File: config.mk
export PLATFORM = sky130hd
export DESIGN_NAME = snitch_icache_l1_refill
export DESIGN_NICKNAME = d
export VERILOG_FILES = /design/src/rtl/snitch_icache_pkg.sv /design/src/rtl/snitch_icache_victim_sel.sv /design/src/rtl/snitch_icache_l1_refill.sv
export SDC_FILE = /design/constraint.sdc
export NUM_CORES = 1
export LEC_CHECK = 0
export CORE_UTILIZATION = 30
export CTS_BUF_LIST = sky130_fd_sc_hd__clkbuf_4 sky130_fd_sc_hd__clkbuf_8 sky130_fd_sc_hd__clkbuf_16
export CTS_CLUSTER_SIZE = 8
export DETAILED_ROUTE_END_ITERATION = 16
export MAX_ROUTING_LAYER = met4
export PLACE_DENSITY = 0.75
export RECOVER_POWER = 100
export SLEW_MARGIN = 20
export SYNTH_ARGS = -nofsm -noshare
export SYNTH_HDL_FRONTEND = slang
export SYNTH_HIERARCHICAL = 1
export SYNTH_SLANG_ARGS = --single-unit
File: constraint.sdc
create_clock -name clk_i -period 3 [get_ports clk_i]
set_input_delay 0.6 -clock clk_i [delete_from_list [all_inputs] [get_ports clk_i]]
set_output_delay 0.6 -clock clk_i [all_outputs]
set_load 0.005 [all_outputs]
File: src/rtl/snitch_icache_pkg.sv
// rtl/snitch_icache_pkg.sv - shared instruction cache configuration
package snitch_icache_pkg;

  typedef struct packed {
    int unsigned FETCH_AW;
    int unsigned ID_WIDTH;
    int unsigned WAY_COUNT;
    int unsigned WAY_ALIGN;
    int unsigned LINE_WIDTH;
    int unsigned LINE_ALIGN;
    int unsigned COUNT_ALIGN;
    int unsigned TAG_WIDTH;
  } config_t;

  // Keeps vector widths legal when a field is left at its zero default.
  function automatic int unsigned at_least_one(int unsigned v);
    return (v == 0) ? 1 : v;
  endfunction

endpackage

File: src/rtl/snitch_icache_victim_sel.sv
// rtl/snitch_icache_victim_sel.sv - round-robin victim way counter
module snitch_icache_victim_sel #(
  parameter int unsigned WAY_COUNT = 1,
  parameter int unsigned WAY_ALIGN = 1
) (
  input  logic                 clk_i,
  input  logic                 rst_ni,
  input  logic                 advance_i,
  output logic [WAY_ALIGN-1:0] way_o
);

  if (WAY_COUNT <= 1) begin : g_single_way
    logic unused;
    assign unused = ^{clk_i, rst_ni, advance_i};
    assign way_o  = '0;
  end else begin : g_round_robin
    logic [WAY_ALIGN-1:0] way_q;

    // Explicit wrap so non-power-of-two way counts never select a missing way.
    always_ff @(posedge clk_i or negedge rst_ni) begin
      if (!rst_ni) begin
        way_q <= '0;
      end else if (advance_i) begin
        way_q <= (way_q == WAY_ALIGN'(WAY_COUNT - 1)) ? '0 : way_q + 1'b1;
      end
    end

    assign way_o = way_q;
  end

endmodule

File: src/rtl/snitch_icache_l1_refill.sv
// rtl/snitch_icache_l1_refill.sv - L1 hit pass-through and single-miss refill writer
module snitch_icache_l1_refill
  import snitch_icache_pkg::*;
#(
  parameter config_t CFG = '0
) (
  input  logic                                      clk_i,
  input  logic                                      rst_ni,
  input  logic [at_least_one(CFG.FETCH_AW)-1:0]     lookup_addr_i,
  input  logic [at_least_one(CFG.ID_WIDTH)-1:0]     lookup_id_i,
  input  logic                                      lookup_hit_i,
  input  logic [at_least_one(CFG.LINE_WIDTH)-1:0]   lookup_data_i,
  input  logic                                      lookup_error_i,
  input  logic                                      lookup_valid_i,
  output logic                                      lookup_ready_o,
  output logic [at_least_one(CFG.LINE_WIDTH)-1:0]   rsp_data_o,
  output logic                                      rsp_error_o,
  output logic [at_least_one(CFG.ID_WIDTH)-1:0]     rsp_id_o,
  output logic                                      rsp_valid_o,
  input  logic                                      rsp_ready_i,
  output logic [at_least_one(CFG.FETCH_AW)-1:0]     refill_addr_o,
  output logic [at_least_one(CFG.ID_WIDTH)-1:0]     refill_id_o,
  output logic                                      refill_valid_o,
  input  logic                                      refill_ready_i,
  input  logic [at_least_one(CFG.LINE_WIDTH)-1:0]   refill_data_i,
  input  logic                                      refill_error_i,
  input  logic                                      refill_rvalid_i,
  output logic                                      refill_rready_o,
  output logic [at_least_one(CFG.COUNT_ALIGN)-1:0]  write_addr_o,
  output logic [at_least_one(CFG.WAY_ALIGN)-1:0]    write_way_o,
  output logic [at_least_one(CFG.LINE_WIDTH)-1:0]   write_data_o,
  output logic [at_least_one(CFG.TAG_WIDTH)-1:0]    write_tag_o,
  output logic                                      write_error_o,
  output logic                                      write_valid_o,
  input  logic                                      write_ready_i,
  output logic                                      refill_event_o
);

  localparam int unsigned FAW = at_least_one(CFG.FETCH_AW);
  localparam int unsigned IDW = at_least_one(CFG.ID_WIDTH);
  localparam int unsigned LW  = at_least_one(CFG.LINE_WIDTH);
  localparam int unsigned CA  = at_least_one(CFG.COUNT_ALIGN);
  localparam int unsigned WA  = at_least_one(CFG.WAY_ALIGN);
  localparam int unsigned WC  = at_least_one(CFG.WAY_COUNT);
  localparam int unsigned TW  = at_least_one(CFG.TAG_WIDTH);
  localparam int unsigned LA  = CFG.LINE_ALIGN;

  if (CFG.FETCH_AW != 0 && TW != FAW - LA - CA) begin : g_tag_width_check
    $error("TAG_WIDTH must equal FETCH_AW - LINE_ALIGN - COUNT_ALIGN");
  end

  typedef enum logic [2:0] {
    ST_IDLE,
    ST_REQ,
    ST_WAIT,
    ST_WRITE,
    ST_RESP
  } state_e;

  state_e          state_q, state_d;
  logic [FAW-1:0]  addr_q;
  logic [IDW-1:0]  id_q;
  logic [LW-1:0]   data_q;
  logic            error_q;
  logic            capture_lookup, capture_refill, advance;

  always_ff @(posedge clk_i or negedge rst_ni) begin
    if (!rst_ni) begin
      state_q <= ST_IDLE;
      addr_q  <= '0;
      id_q    <= '0;
      data_q  <= '0;
      error_q <= 1'b0;
    end else begin
      state_q <= state_d;
      if (capture_lookup) begin
        addr_q <= lookup_addr_i;
        id_q   <= lookup_id_i;
      end
      if (capture_refill) begin
        data_q  <= refill_data_i;
        error_q <= refill_error_i;
      end
    end
  end

  always_comb begin
    state_d         = state_q;
    lookup_ready_o  = 1'b0;
    rsp_valid_o     = 1'b0;
    rsp_data_o      = data_q;
    rsp_error_o     = error_q;
    rsp_id_o        = id_q;
    refill_valid_o  = 1'b0;
    refill_rready_o = 1'b0;
    write_valid_o   = 1'b0;
    refill_event_o  = 1'b0;
    capture_lookup  = 1'b0;
    capture_refill  = 1'b0;
    advance         = 1'b0;
    unique case (state_q)
      ST_IDLE: begin
        rsp_valid_o    = lookup_valid_i & lookup_hit_i;
        rsp_data_o     = lookup_data_i;
        rsp_error_o    = lookup_error_i;
        rsp_id_o       = lookup_id_i;
        lookup_ready_o = lookup_hit_i ? rsp_ready_i : 1'b1;
        if (lookup_valid_i && !lookup_hit_i) begin
          capture_lookup = 1'b1;
          state_d        = ST_REQ;
        end
      end
      ST_REQ: begin
        refill_valid_o = 1'b1;
        if (refill_ready_i) state_d = ST_WAIT;
      end
      ST_WAIT: begin
        refill_rready_o = 1'b1;
        if (refill_rvalid_i) begin
          capture_refill = 1'b1;
          state_d        = ST_WRITE;
        end
      end
      ST_WRITE: begin
        write_valid_o = 1'b1;
        if (write_ready_i) begin
          refill_event_o = 1'b1;
          advance        = 1'b1;
          state_d        = ST_RESP;
        end
      end
      ST_RESP: begin
        rsp_valid_o = 1'b1;
        if (rsp_ready_i) state_d = ST_IDLE;
      end
      default: state_d = ST_IDLE;
    endcase
  end

  // Payloads are driven straight from the capture registers, so they stay stable while stalled.
  assign refill_addr_o = (addr_q >> LA) << LA;
  assign refill_id_o   = id_q;
  assign write_addr_o  = CA'(addr_q >> LA);
  assign write_tag_o   = TW'(addr_q >> (LA + CA));
  assign write_data_o  = data_q;
  assign write_error_o = error_q;

  snitch_icache_victim_sel #(
    .WAY_COUNT (WC),
    .WAY_ALIGN (WA)
  ) i_victim_sel (
    .clk_i     (clk_i),
    .rst_ni    (rst_ni),
    .advance_i (advance),
    .way_o     (write_way_o)
  );

endmodule

======== Word level (Yosys, flattened, before mapping) ========
Index checks and enable logic that the tools add are counted.
word-level totals
  bits in registers ....................... 7
  word-level logic and storage cells ...... 40
operators by class
  equality and inequality tests ........... 9
  muxes and demuxes ....................... 21
  bitwise operators ....................... 1
  reduce and logical (&&, ||, !) cells .... 4
operator list
  cell                                                  number
  2-to-1 mux 3 bit                                      5
  case mux 3 bit (5 select lines)                       1
  2-to-1 mux 1 bit                                      14
  inequality test 2 bit (second input constant)         5
  equality test 3 x 2 -> 1 bit (second input constant)  2
  AND reduction 5 bit                                   1
  equality test 3 x 1 -> 1 bit (second input constant)  1
  equality test 3 bit (second input constant)           1
  zero test 3 bit                                       1
  case mux 1 bit (2 select lines)                       1
  AND 1 bit                                             1
  logical AND 1 bit                                     1
  zero test 1 bit                                       1

======== Longest topological paths before layout ========
  word-level depth ........................ 4
  depth in mapped cells ................... 4
  mapped depth without buffers ............ 3

======== By module ========
Netlist, hierarchy kept.
modules (own cells, without submodules)
  module                    times used  cells each  area each (um^2)  seq. area each (um^2)
  snitch_icache_l1_refill   1           43          450.4             175.2
  snitch_icache_victim_sel  1           2           11.3              0.0

======== Worst setup path before layout ========
OpenSTA, ideal clock, no wires.
  path type ............................... register to output
  start ................................... register state_q[0]
  end ..................................... output port rsp_data_o
  data arrival time ....................... 1.101 ns
  path slack .............................. 1.299 ns
  stages on the path, launching flop included .. 4
  path buffers ............................ 1
  path through ............................ dfrtp_1 -> buf_6 -> nor3_4 -> mux2_2
on the way
  longest elaborated chain between the ends .. 2
ends and longest elaborated chain
  item                      RTL line                        source
  start: declaration        snitch_icache_l1_refill.sv:60   state_e state_q, state_d;
  start signal: assignment  snitch_icache_l1_refill.sv:75   state_q <= state_d;
  zero test 3 bit           snitch_icache_l1_refill.sv:101  unique case (state_q)
  2-to-1 mux 1 bit          snitch_icache_l1_refill.sv:101
  end: declaration          snitch_icache_l1_refill.sv:16   output logic [at_least_one(CFG.LINE_WIDTH)-1:0] rsp_data_o,
Every way passes these cells.

======== Worst setup path after layout ========
  start ................................... register state_q[1]
  end ..................................... output port rsp_data_o
Same word-level chain as after synthesis.

==> out/qor.log <==
qor: setup_path.cp-start-kind flip-flop
qor: clock_tree.depth_of_the_cts_h_tree 1
qor: floorplanning.area_of_the_die 0.00170 mm2
qor: synthesis.synthesis.instances 45
qor: timing.timing.fmax 379 MHz
qor: clock_tree.post_cts_resized 0
qor: synthesis.synth_top_cell_by_area sky130_fd_sc_hd__dfrtp_1
qor: run_status.run_status finished, final reports clean
qor: global_route.grt_first_pass_wirelength 1.41 mm
qor: placement.place.gp.congestion 0.773
qor: global_route.grt.busiest_layer met2
qor: synthesis.syn-num-nets 59
qor: final_layout.area_added_between_synthesis_and_finish 57.7%
qor: synthesis.postSynthAreaPerCell 10.3 um2
qor: global_route.grt.met1_usage 14.0%
qor: clock_tree.cts.sink_count 7
qor: floorplanning.fp.dieW 41.2 um
qor: synthesis.synth_top_family_by_area simple AND/OR/NAND/NOR gates
qor: pwr.power_leakage 0.322 nW
qor: route.drt_pass1_iterations 2
qor: hold_path.min-delay-path-class flip-flop to flip-flop
qor: floorplanning.floorplan.core_area 0.00137 mm2
qor: placement.cell_area_placed 706 um2
qor: pwr.vdd.ir_drop.worst 429 uV
qor: timing.period_needed 2640 ps
qor: floorplanning.fp-row-count 13
qor: final_layout.post_route_cells_drive_above_1_share 16.9%
qor: synthesis.synth_warnings 6
qor: route.detailedRoute.firstIterationViolations 1
qor: clock_tree.clockBufferDepth 2
qor: clock_tree.clk-insertion-delay-late 260 ps
qor: timing.fin_tns_setup 0 ps
qor: clock_tree.cts.root.buffer_cell sky130_fd_sc_hd__clkbuf_4
qor: synthesis.fraction_of_registers_with_async_set_or_reset_after_synthesis 100%
qor: route.drt_drc_violations_left 0
qor: synthesis.netlist_top_cells_area sky130_fd_sc_hd__dfrtp_1 38%, sky130_fd_sc_hd__mux2_2 12%, sky130_fd_sc_hd__buf_4 4.9%
qor: setup_path.cp-end-kind output pin
qor: synthesis.synthDominantCellAreaShare 37.9%
qor: global_route.via_count_of_the_first_global_routing_pass 335
qor: timing.setup_viol 0
qor: route.route.final.wire_length 967 um
qor: timing.min_period_over_period 88.0%
qor: timing.final_max_slew_viol_count 0
qor: timing.grt_setup_unrepaired false
qor: placement.post-dp-hpwl 778 um
qor: global_route.global_route.overflow_total 0
qor: route.routed_wire_length_per_instance 11.2 um
qor: synthesis.synth-seq-cells 7
qor: final_layout.layout.cell_area.non_filler 728 um2
qor: setup_path.critical_path_peak_fanout 11
qor: route.ant_nets 0
qor: setup_path.timing.critical_path.arrival 2040 ps
qor: synthesis.synth.cell_area 462 um2
qor: timing.worst_clock_skew 3.08 ps
qor: global_route.track_usage 14.1%
qor: setup_path.setup.worst_path.class flip-flop to output pin
qor: timing.timing_hold_violations_final 0
qor: synthesis.synth_fa_ha_area_share 0%
qor: clock_tree.cts_hold_buffers 0
qor: clock_tree.clk_transition_reported_paths 60 ps
qor: route.avgViaCountPerCell 4.72
qor: synthesis.post_synth_mux_area_share 17.1%
qor: route.dr_total_vias 406
qor: global_route.grt_antenna_before_repair 0
qor: global_route.grt_use_met2 21.9%
qor: floorplanning.start_util 33.8%
qor: global_route.global_route_met3_utilization 6.52%
qor: synthesis.yosysUniqueCellTypes 22
qor: clock_tree.cts_made_buffers 3
qor: clock_tree.cts.repair_timing.setup_buffer_count 0
qor: placement.post-place-cells 82
qor: final_layout.finalNonFillerCells 86
qor: setup_path.timing.critical_path.required 2400 ps
qor: floorplanning.die_y 41.2 um
qor: clock_tree.cts_tree built
qor: synthesis.synth_compound_gate_area_share 11.9%
qor: synthesis.synth.yosys.seq_area_share 37.9%
qor: pwr.totalPowerFinal 640 uW
qor: synthesis.yosys.area_share.simple 19.2%
qor: floorplanning.io_pins 30
qor: synthesis.synth_most_common_cell sky130_fd_sc_hd__dfrtp_1
qor: pwr.power_per_cell_area 879 mW/mm2
qor: placement.buffer_ports.inserted 27
qor: synthesis.synth.cells.most_frequent 7 x sky130_fd_sc_hd__dfrtp_1, 5 x sky130_fd_sc_hd__mux2_2, 5 x sky130_fd_sc_hd__nor2_1
qor: synthesis.synth_xor_xnor_area_share 0%
qor: global_route.largest_net_degree_at_the_start_of_global_routing 12
qor: final_layout.antenna-diode-count 0
qor: final_layout.final_net_count 86
qor: synthesis.synth_top_flop_cell sky130_fd_sc_hd__dfrtp_1
qor: job.maxCapViolations 0
qor: synthesis.synth_edf_count 0
sequential cells by signal, summed over array words and instances, names as in the netlist:
register / count
state_q: 3
refill_addr_o: 1
refill_id_o: 1
write_data_o: 1
write_error_o: 1
cells by family after synthesis:
family | count (synthesis)
simple gates | 13
mux | 7
flops | 7
compound gates | 8
buf+inv | 8
other cells | 2
power breakdown:
part	internal, mW	switching (mW)
sequential	0.139	0.0655
clock	0.0489	0.0392
combinational	0.232	0.116
total	0.420	0.220
cells in the final DEF (no fill, tap or decap):
| cell | instances |
|---|---|
| sky130_fd_sc_hd__dlygate4sd3_1 | 16 |
| sky130_fd_sc_hd__a21oi_1 | 1 |
| sky130_fd_sc_hd__and2_0 | 1 |
| sky130_fd_sc_hd__nand2_1 | 1 |
| sky130_fd_sc_hd__a31oi_1 | 1 |
| sky130_fd_sc_hd__mux2_1 | 2 |
| sky130_fd_sc_hd__nor3_1 | 1 |
| sky130_fd_sc_hd__dfrtp_1 | 7 |
| sky130_fd_sc_hd__nor3_4 | 1 |
| sky130_fd_sc_hd__nor2_1 | 5 |
| sky130_fd_sc_hd__a211oi_1 | 2 |
| sky130_fd_sc_hd__mux2_2 | 5 |
| sky130_fd_sc_hd__clkbuf_4 | 3 |
| sky130_fd_sc_hd__inv_1 | 3 |
| sky130_fd_sc_hd__clkdlybuf4s50_1 | 11 |
| sky130_fd_sc_hd__o21ai_0 | 1 |
| sky130_fd_sc_hd__conb_1 | 2 |
| sky130_fd_sc_hd__nand3b_2 | 1 |
| sky130_fd_sc_hd__a31o_2 | 1 |
| sky130_fd_sc_hd__clkinv_2 | 1 |
| sky130_fd_sc_hd__a21boi_0 | 2 |
| sky130_fd_sc_hd__or2b_1 | 1 |
| sky130_fd_sc_hd__nor3b_1 | 2 |
routing by layer:
layer	routed length (um)	share of wire, %	vias to the layer above
met2	472	49	16
li1	-	-	201
met3	66	6.8	4
met5	0	0	-
met1	403	42	185
met4	25	2.6	0
worst paths after layout:
check | from | end | slack, ps | cells past startpoint
min in group asynchronous | rst_ni | state_q[0]$_DFFE_PN0P_ | 670 | 1
setup reg to reg | state_q[1]$_DFFE_PN0P_ | write_data_o$_DFFE_PN0P_ | 1500 | 3
setup / recovery | state_q[1]$_DFFE_PN0P_ | rsp_data_o | 360 | 3
hold / removal | refill_addr_o$_DFFE_PN0P_ | refill_addr_o$_DFFE_PN0P_ | 510 | 1
hold reg to reg | refill_addr_o$_DFFE_PN0P_ | refill_addr_o$_DFFE_PN0P_ | 510 | 1
max in group asynchronous | rst_ni | refill_id_o$_DFFE_PN0P_ | 2090 | 1
stage by stage:
step                      utilization (%)  worst slack, ps  hold slack [ps]
final                                53.3              360              505
after global routing                 53.3              253              545
after CTS                            53.7              467              527
after detailed placement             51.6              526              515
after global placement               51.6              546              495
after floorplan                         -             1300              304
cell type report:
type | count | area [um2]
Timing Repair Buffer | 27 | 270
Tap cell | 15 | 18.8
Multi-Input combinational cell | 30 | 225
Inverter | 3 | 11.3
Fill cell | 131 | 638
Clock buffer | 3 | 22.5
Clock inverter | 1 | 5.00
Sequential cell | 7 | 175
critical path: stages (launching register included):
cell and delay, ps:
sky130_fd_sc_hd__dfrtp_1 510, sky130_fd_sc_hd__nor3_4 330, sky130_fd_sc_hd__mux2_2 370, sky130_fd_sc_hd__dlygate4sd3_1 570
Power figures use the tool's default switching activity.
